==> src/rtl/sliding_window_gen_pkg.sv <==
// Shared definitions for the sliding-window producer and the convolve engine:
// pixel width, window sizing helpers and the producer FSM encoding.
package sliding_window_gen_pkg;

    localparam int PIXEL_W = 8;

    typedef enum logic [2:0] {
        IDLE,
        FILL,
        PRESENT,
        WAIT_SHIFT,
        LOAD_ROW,
        DONE
    } state_t;

    // Width in bits of one flattened filter_size x filter_size window.
    function automatic int window_bits(input int filter_size);
        return filter_size * filter_size * PIXEL_W;
    endfunction

    // Number of valid window positions along one image dimension.
    function automatic int out_dim(input int image_dim, input int filter_size);
        return image_dim - filter_size + 1;
    endfunction

    function automatic int index_w(input int n);
        return (n > 1) ? $clog2(n) : 1;
    endfunction

endpackage

==> src/rtl/sliding_window_gen_row_buffer.sv <==
// Circular FILTER_SIZE x IMAGE_WIDTH byte store with one write port and a
// combinational read of the FILTER_SIZE x FILTER_SIZE patch starting at slot rd_top.
module window_row_buffer
    import sliding_window_gen_pkg::*;
#(
    parameter int IMAGE_WIDTH = 5,
    parameter int FILTER_SIZE = 3,
    parameter int SLOT_W      = index_w(FILTER_SIZE),
    parameter int COL_W       = index_w(IMAGE_WIDTH)
) (
    input  logic                                  clk,
    input  logic                                  wr_en,
    input  logic [SLOT_W-1:0]                     wr_slot,
    input  logic [COL_W-1:0]                      wr_col,
    input  logic [PIXEL_W-1:0]                    wr_data,
    input  logic [SLOT_W-1:0]                     rd_top,
    input  logic [COL_W-1:0]                      rd_col,
    output logic [window_bits(FILTER_SIZE)-1:0]   patch
);

    localparam logic [SLOT_W:0] FS_EXT = (SLOT_W+1)'(FILTER_SIZE);

    logic [PIXEL_W-1:0] mem [FILTER_SIZE][IMAGE_WIDTH];

    always_ff @(posedge clk) begin
        if (wr_en) begin
            mem[wr_slot][wr_col] <= wr_data;
        end
    end

    // Row i of the window lives in slot (rd_top + i) mod FILTER_SIZE; the sum
    // never reaches 2*FILTER_SIZE, so a single conditional subtract suffices.
    for (genvar i = 0; i < FILTER_SIZE; i++) begin : g_row
        logic [SLOT_W:0]   sum;
        logic [SLOT_W-1:0] slot;

        assign sum  = {1'b0, rd_top} + (SLOT_W+1)'(i);
        assign slot = (sum >= FS_EXT) ? SLOT_W'(sum - FS_EXT) : SLOT_W'(sum);

        for (genvar j = 0; j < FILTER_SIZE; j++) begin : g_col
            logic [COL_W-1:0] col;

            assign col = rd_col + COL_W'(j);
            assign patch[(i*FILTER_SIZE+j)*PIXEL_W +: PIXEL_W] = mem[slot][col];
        end
    end

endmodule

==> src/rtl/sliding_window_gen.sv <==
// Producer side of the window/convolve handshake: buffers FILTER_SIZE image rows
// and hands one flattened window at a time to the engine, advancing on shift_buffer.
module sliding_window_gen
    import sliding_window_gen_pkg::*;
#(
    parameter int IMAGE_WIDTH  = 5,
    parameter int IMAGE_HEIGHT = 5,
    parameter int FILTER_SIZE  = 3
) (
    input  logic                                 clk,
    input  logic                                 rst,
    input  logic                                 start,
    input  logic [PIXEL_W-1:0]                   pixel_in,
    input  logic                                 pixel_valid,
    output logic                                 pixel_ready,
    output logic [window_bits(FILTER_SIZE)-1:0]  window_out,
    output logic                                 window_valid,
    input  logic                                 shift_buffer,
    output logic [7:0]                           win_row,
    output logic [7:0]                           win_col,
    output logic                                 busy,
    output logic                                 frame_done
);

    localparam int OUT_W  = out_dim(IMAGE_WIDTH, FILTER_SIZE);
    localparam int OUT_H  = out_dim(IMAGE_HEIGHT, FILTER_SIZE);
    localparam int SLOT_W = index_w(FILTER_SIZE);
    localparam int COL_W  = index_w(IMAGE_WIDTH);
    localparam int WIN_W  = window_bits(FILTER_SIZE);

    localparam logic [SLOT_W-1:0] SLOT_LAST    = SLOT_W'(FILTER_SIZE - 1);
    localparam logic [COL_W-1:0]  COL_LAST     = COL_W'(IMAGE_WIDTH - 1);
    localparam logic [7:0]        WIN_COL_LAST = 8'(OUT_W - 1);
    localparam logic [7:0]        WIN_ROW_LAST = 8'(OUT_H - 1);

    state_t             state;
    state_t             next_state;
    logic [SLOT_W-1:0]  fill_slot;
    logic [SLOT_W-1:0]  top;
    logic [COL_W-1:0]   pix_col;
    logic [SLOT_W-1:0]  wr_slot;
    logic [WIN_W-1:0]   patch;
    logic               loading;
    logic               accept;
    logic               row_end;
    logic               more_cols;
    logic               more_rows;

    assign loading     = (state == FILL) || (state == LOAD_ROW);
    assign pixel_ready = loading;
    assign accept      = pixel_valid && loading;
    assign row_end     = (pix_col == COL_LAST);
    assign more_cols   = (win_col < WIN_COL_LAST);
    assign more_rows   = (win_row < WIN_ROW_LAST);

    // FILL writes slots in order; LOAD_ROW always replaces the oldest row.
    assign wr_slot = (state == FILL) ? fill_slot : top;

    window_row_buffer #(
        .IMAGE_WIDTH (IMAGE_WIDTH),
        .FILTER_SIZE (FILTER_SIZE),
        .SLOT_W      (SLOT_W),
        .COL_W       (COL_W)
    ) u_row_buffer (
        .clk     (clk),
        .wr_en   (accept),
        .wr_slot (wr_slot),
        .wr_col  (pix_col),
        .wr_data (pixel_in),
        .rd_top  (top),
        .rd_col  (COL_W'(win_col)),
        .patch   (patch)
    );

    always_ff @(posedge clk or negedge rst) begin
        if (!rst) begin
            state <= IDLE;
        end else begin
            state <= next_state;
        end
    end

    always_comb begin
        next_state = state;
        busy       = 1'b0;
        frame_done = 1'b0;
        case (state)
            IDLE: begin
                if (start) begin
                    next_state = FILL;
                end
            end
            FILL: begin
                busy = 1'b1;
                if (accept && row_end && (fill_slot == SLOT_LAST)) begin
                    next_state = PRESENT;
                end
            end
            PRESENT: begin
                busy       = 1'b1;
                next_state = WAIT_SHIFT;
            end
            WAIT_SHIFT: begin
                busy = 1'b1;
                if (shift_buffer) begin
                    if (more_cols) begin
                        next_state = PRESENT;
                    end else if (more_rows) begin
                        next_state = LOAD_ROW;
                    end else begin
                        next_state = DONE;
                    end
                end
            end
            LOAD_ROW: begin
                busy = 1'b1;
                if (accept && row_end) begin
                    next_state = PRESENT;
                end
            end
            DONE: begin
                frame_done = 1'b1;
                next_state = IDLE;
            end
            default: begin
                next_state = IDLE;
            end
        endcase
    end

    always_ff @(posedge clk or negedge rst) begin
        if (!rst) begin
            fill_slot    <= '0;
            top          <= '0;
            pix_col      <= '0;
            win_row      <= '0;
            win_col      <= '0;
            window_out   <= '0;
            window_valid <= 1'b0;
        end else begin
            window_valid <= 1'b0;
            case (state)
                IDLE: begin
                    if (start) begin
                        fill_slot <= '0;
                        top       <= '0;
                        pix_col   <= '0;
                        win_row   <= '0;
                        win_col   <= '0;
                    end
                end
                FILL: begin
                    if (accept) begin
                        pix_col <= row_end ? '0 : pix_col + 1'b1;
                        if (row_end) begin
                            fill_slot <= (fill_slot == SLOT_LAST) ? '0 : fill_slot + 1'b1;
                        end
                    end
                end
                PRESENT: begin
                    // Window is captured here so it stays frozen through WAIT_SHIFT.
                    window_out   <= patch;
                    window_valid <= 1'b1;
                end
                WAIT_SHIFT: begin
                    if (shift_buffer) begin
                        if (more_cols) begin
                            win_col <= win_col + 1'b1;
                        end else if (more_rows) begin
                            win_col <= '0;
                            win_row <= win_row + 1'b1;
                        end
                    end
                end
                LOAD_ROW: begin
                    if (accept) begin
                        pix_col <= row_end ? '0 : pix_col + 1'b1;
                        if (row_end) begin
                            top <= (top == SLOT_LAST) ? '0 : top + 1'b1;
                        end
                    end
                end
                default: begin
                end
            endcase
        end
    end

endmodule
==> config.mk <==
export PLATFORM = sky130hd
export DESIGN_NAME = sliding_window_gen
export DESIGN_NICKNAME = d
export VERILOG_FILES = /design/src/rtl/sliding_window_gen_pkg.sv /design/src/rtl/sliding_window_gen_row_buffer.sv /design/src/rtl/sliding_window_gen.sv
export SDC_FILE = /design/constraint.sdc
export NUM_CORES = 1
export LEC_CHECK = 0
export CAP_MARGIN = 5
export CELL_PAD_IN_SITES_DETAIL_PLACEMENT = 1
export CELL_PAD_IN_SITES_GLOBAL_PLACEMENT = 1
export CORE_MARGIN = 5
export CORE_UTILIZATION = 44
export DETAILED_ROUTE_END_ITERATION = 7
export GPL_TIMING_DRIVEN = 0
export PLACE_DENSITY = 0.82
export SYNTH_ARGS = -nofsm -noshare
export SYNTH_HDL_FRONTEND = slang
export SYNTH_SLANG_ARGS = --single-unit
==> constraint.sdc <==
create_clock -name clk -period 2.48 [get_ports clk]
set_clock_uncertainty 0.1 [all_clocks]
set_input_delay 0.248 -clock clk [delete_from_list [all_inputs] [get_ports clk]]
set_output_delay 0.248 -clock clk [all_outputs]
set_load 0.05 [all_outputs]
---- Yosys cells after proc, flatten, opt, wreduce, memory -nomap -nowiden ----
Memories as Yosys holds them, arrays and structs flattened.
Index checks and enable logic that the tools add are counted.
word-level totals
  flip-flop bits (word level) ............. 99
  bits in latches ......................... 0
  memory bits (writable) .................. 120
  bits in read-only memories .............. 0
  input bits .............................. 13
  output and inout port bits .............. 92
  memories kept ........................... 1
operators by class
  add/sub/neg operators ................... 12
  multipliers ............................. 0
  div/mod/pow operators ................... 0
  order comparisons ....................... 10
  eq/ne operators ......................... 20
  shift operators ......................... 0
  mux-type cells .......................... 67
  bitwise gates (word level) .............. 4
  reductions and logical operators ........ 18
memory list
  name              depth  bits a word  rd ports  clocked after Yosys merged registers in  write ports  line                                 text
  u_row_buffer.mem  3      40           3         0                                        1            sliding_window_gen_row_buffer.sv:23  logic [PIXEL_W-1:0] mem [FILTER_SIZE][IMAGE_WIDTH];
operator list
  kind                 count
  $bmux 8 s3           9
  $mux 8               26
  $mux 40              1
  $pmux 8 s2           2
  $demux 8 s3          1
  $mux 3               8
  $mux 2               11
  $add 8x1->8 const B  2
  $ge 4x4->1 const B   4
  $lt 8x2->1 const B   2
  $ne 2x2->1 const B   8
  $not 3->4            4
  $reduce_and 4->1     4
  $pmux 3 s5           1
  $eq 3x3->1 const B   3
  $pmux 2 s2           2
  $reduce_bool 2->1    4
  $add 3x1->3 const B  2
  $eq 3x2->1 const B   2
  $ge 3x2->1 const B   2
  $ne 2x1->1 const B   3
  $pmux 3 s2           1
  $sub 2x2->2 const B  3
  $mux 1               5
  other kinds (16)     21

---- Depth between registers and ports, before layout ----
  depth after elaboration ................. 7
  depth in mapped cells ................... 10
  gate-level depth less buffers ........... 6

---- By module ----
From an unflattened synthesis, not the netlist that was laid out.
second synthesis, totals
  cells, all modules ...................... 968
  area total of the unflattened synthesis .. 13422.9 um^2
modules (own cells, without submodules)
  module              instances  cells an instance  area an instance (um^2)  seq. area each (um^2)
  window_row_buffer   1          681                9337.7                   3603.5
  sliding_window_gen  1          287                4085.2                   2477.4

---- Least setup slack after synthesis ----
No wires, ideal clock.
  path kind ............................... reg2reg
  from .................................... register state[0]
  to ...................................... memory u_row_buffer.mem[0][0] in the netlist's numbering, enable pin
  setup time .............................. 370 ps
  arrival ................................. 2161 ps
  setup slack ............................. -151 ps
  stages on the path, launching flop included .. 6
  period minus slack after synthesis ...... 2631 ps
  cell sequence ........................... dfrtp_1 -> buf_2 -> xnor2_1 -> nor2_1 -> nand4_1 -> nor2_1
on the way
  longest elaborated chain between the ends .. 5
  elaborated cells on any way between the ends .. 7
  classes of those cells .................. eq/ne (2); mux (3); reduce/logical (2)
RTL lines
  item                                             line                                 text
  start: declaration                               sliding_window_gen.sv:36             state_t state;
  start signal: assignment                         sliding_window_gen.sv:79             state <= next_state;
  $eq 3x1->1 / $eq 3x3->1 (equally long branches)  sliding_window_gen.sv:49             assign loading = (state == FILL) || (state == LOAD_ROW);
  $logic_or 1x1->1 (*)                             sliding_window_gen.sv:49
  via pixel_ready                                  sliding_window_gen.sv:15             output logic pixel_ready,
  $logic_and 1x1->1 (*)                            sliding_window_gen.sv:51             assign accept = pixel_valid && loading;
  $mux 1 (*)                                       sliding_window_gen_row_buffer.sv:26  if (wr_en) begin
  $mux 40 (implied by the code) (*)                sliding_window_gen_row_buffer.sv:27  mem[wr_slot][wr_col] <= wr_data;
  end: declaration                                 sliding_window_gen_row_buffer.sv:23
The timed path passes the listed nets; every way through them passes the cells marked *.

---- Worst setup path after layout ----
  from .................................... register top[1]
  to ...................................... register window_out[18]
on the way
  longest elaborated chain between the ends .. 6
  elaborated cells on any way between the ends .. 7
  classes of those cells .................. add/sub (1); order compare (1); mux (4); memory (1)
RTL lines
  item                                              line                                 text
  start: declaration                                sliding_window_gen.sv:39             logic [SLOT_W-1:0] top;
  start signal: assignment                          sliding_window_gen.sv:179            top <= (top == SLOT_LAST) ? '0 : top + 1'b1;
  $sub 2x2->2 / $ge 2x2->1 (equally long branches)  sliding_window_gen_row_buffer.sv:38  assign slot = (sum >= FS_EXT) ? SLOT_W'(sum - FS_EXT) : SLOT_W'(sum);
  $mux 2 (*)                                        sliding_window_gen_row_buffer.sv:38
  $mem_v2 3x40 (*)                                  -
  $bmux 8 s3 (*)                                    sliding_window_gen_row_buffer.sv:44  assign patch[(i*FILTER_SIZE+j)*PIXEL_W +: PIXEL_W] = mem[slot][col];
  $mux 8 (implied by the code) (*) (2 in series)    sliding_window_gen_row_buffer.sv:44
  end signal: assignment                            sliding_window_gen.sv:162            window_out <= patch;
  end: declaration                                  sliding_window_gen.sv:16             output logic [window_bits(FILTER_SIZE)-1:0] window_out,
Every way passes the cells marked *; elsewhere a longest branch is shown, timed or not. The select of a mux whose other input is x is not followed.
A chain may end at the register's enable or synchronous reset.

==> run metrics <==
Core Box Area=just under 30,000 µm²; vias in the first global route=around 12,000; unrepaired setup endpoints after global routing=true; Reg2Reg Launch Point=top[1]$_DFFE_PN0P_; Initial Util=around 45%; Post-synth top cells=edfxtp_1, nand2_1, dfrtp_1; Reg power frac=roughly 31%; total wire length=60,300 µm; Die Y=184 µm; Leak=5.94 nW; Final Max Slew Viols=0; HP Class=in2async; cell count after synthesis=roughly 1,100; fmax=380 MHz; Worst setup SP type=flip-flop; placed insts=1,585; EDFF count, synth=120; r2r worst-path depth=8; dominant synthesized flop cell=edfxtp_1; GR Util All Layers=between 30% and 40%; Setup TNS=-1310 ps; Area Growth Syn to Fin=26.2%; Die Wd=184 µm; clock tree buffer depth=3; Int Pwr=0.00959 W; Synth area leader=edfxtp_1; Clk pwr share=24.5%; Tcrit/Tclk final=106%; dpl hpwl=41,900 µm; Psw=0.00688 W; synthesized cell area=13,400 µm²; first-pass GRT wire length=83,800 µm; pwr dens=978 nW/µm²; final cell count without fillers=1,656; unique cell type count in the Yosys netlist=54; VDD IR max=0.705 mV; Hold WS=between 150 and 200 ps; root buffer cell=clkbuf_16; PortBufs=between 100 and 150; Fin. Hold Viols=0; critical path peak fanout=7; fill count=slightly below 3,000; Cell Area, Placed=14,900 µm²; initial antenna violation count=1; sw frac=a little over two fifths; H-tree levels=1; number of CTS-inserted buffers=24; Post-synth ARST share=45.2%; TritonCTS clock tree=done; Seq/Total Area, Yosys=45.5%; top cells by area, synth=edfxtp_1, dfrtp_1, mux4_2, mux2_2, a211oi_1; # nets final=about 1,300; pin count of the biggest net entering global routing=53; max_cap viols=0; die area=33,900 µm²; worst slew pin tran=just over 800 ps; Finished Cell Area=16,800 µm²; Clock transition at path regs=80 ps; CP endpoint kind=flip-flop; post-synth top area share=between 20% and 30%; CP Data Arrival Time=~3000 ps; Avg Cell Area, Syn=12.2 µm²; status=finished with violations; row count=63; Vias=12,300; Worst Setup Slack, final=-154 ps; clock latency on the worst-skew pair=550 ps; drt via density=between 7 and 8; number of placed I/O pins=105; layout cells sized above 1=between 30 and 40%; FF-to-FF End=window_out[18]$_DFFE_PN0P_; Synthesized Nets=approximately 1,100; Slew HR=46.4%; 1st-iter DRT viols=~1,900; drt first pass iters=6; WL/cell=36.4 µm; Yosys reg bits=219; minimum clock period=2630 ps; Gate power share=44.6%; Final setup violation count=30; Clock Sinks=between 200 and 250; synth warn=0; failing checks=negative setup slack; total global routing overflow=0; routability cong.=1.01; Detail Route Antenna Nets=0; r2r setup slk=-150 ps; Critical Path RT=around 2800 ps; final core area utilization=~57%; WS Path Type=reg2reg; DRC Markers=0
kinds of logic (layout without fill, tap and decap cells):
kind of cell	Yosys count	in the layout	share of synthesized area (%)
DFF	219	219	45.5
xor gates and xnor gates	3	3	0.197
other	0	1	0
adders and majority gates	10	10	0.937
and+or+nand+nor	258	258	8.75
muxes	218	218	26.0
buffers and inverters	109	284	3.76
AOI/OAI and AO/OA	273	273	14.8
area by class of cell:
type | instances | area [µm²] | share of cell area (%)
well taps | 390 | 488 | 2.90
inverters | 8 | 38.8 | 0.230
plain buffers | 96 | 653 | 3.88
clock inverters | 16 | 214 | 1.27
multi-input cells | 762 | 7230 | 42.9
clock buffers | 28 | 657 | 3.90
repair buffers | 136 | 1480 | 8.76
diodes | 1 | 2.50 | 0.0149
flip-flops and latches | 219 | 6080 | 36.1
power by group through the flow:
stage | clock [W] | combinational, W | sequential, W
final | 0.00403 | 0.00734 | 0.00510
after global routing | 0.00420 | 0.00761 | 0.00515
after detailed placement | 0 | 0.00693 | 0.00512
after global placement | 0 | 0.00677 | 0.00508
after floorplan | 0 | 0.00298 | 0.00664
after CTS | 0.00399 | 0.00706 | 0.00505
placed cells by master (no fill, tap or decap), types with 37 or more instances in the layout:
cell type and instances:
a211oi_1 96, mux2_2 37, dfrtp_1 96, o21ai_0 63
nor2_1 52, edfxtp_1 120, mux4_2 96, mux2i_1 37
a222oi_1 48, clkdlybuf4s50_1 100, nand2_1 120
worst max-delay path by stage:
stage | slack [ps] | cells after the start | from | endpoint
2_1_floorplan | 20 | 5 | win_col[0]$_DFFE_PN0P_ | window_out[39]$_DFFE_PN0P_
3_3_place_gp | -3010 | 1 | rst | window_out[13]$_DFFE_PN0P_
3_5_place_dp | -700 | 4 | pixel_valid | u_row_buffer.mem[0][30]$_DFFE_PP_
4_1_cts | -10 | 9 | top[0]$_DFFE_PN0P_ | window_out[0]$_DFFE_PN0P_
5_1_grt | -140 | 8 | top[1]$_DFFE_PN0P_ | window_out[23]$_DFFE_PN0P_
6_report | -150 | 8 | top[1]$_DFFE_PN0P_ | window_out[18]$_DFFE_PN0P_
stage by stage:
stage	total power (W)	worst slack [ps]
CTS	0.0161	-12.4
detailed placement	0.0120	-702
global placement	0.0118	-3010
finish	0.0165	-154
floorplan	0.00962	16.4
global route	0.0170	-143
worst max-delay path, stage by stage, from the launching register on:
cell and delay, ps:
dfrtp_2 440, inv_4 100, ha_4 170, buf_12 150, buf_16 130, mux2_2 390, mux4_2 490, a222oi_1 440
nand2_1 100
flip-flops by register name, indices dropped and copies added (netlist names):
name / flops
state: 3
win_col: 8
window_valid: 1
pix_col: 3
window_out: 72
u_row_buffer.mem: 120
win_row: 8
fill_slot: 2
top: 2
per-layer routing:
metal / vias to the layer above / track usage (%) / part of all wire [%] / wire, µm
met4: 0 / 15.4 / 6.1 / 3680
met3: 286 / 7.91 / 13 / 7810
met1: 6168 / 43.4 / 35 / 21300
met2: 1160 / 53.3 / 46 / 27500
met5: - / 0 / 0 / 0
li1: 4714 / - / - / -
repair_timing:
| action | in CTS | in global routing |
|---|---|---|
| pin swaps | 18 | 39 |
| buffers inserted | 8 | 19 |
| gates cloned | 3 | 1 |
| hold endpoints to repair | 47 | 0 |
| gates resized for setup | 118 | 124 |
| hold buffers | 1 | 0 |
| endpoints found under the setup margin | 195 | 189 |
No activity file was read; power rests on OpenSTA's default activity.
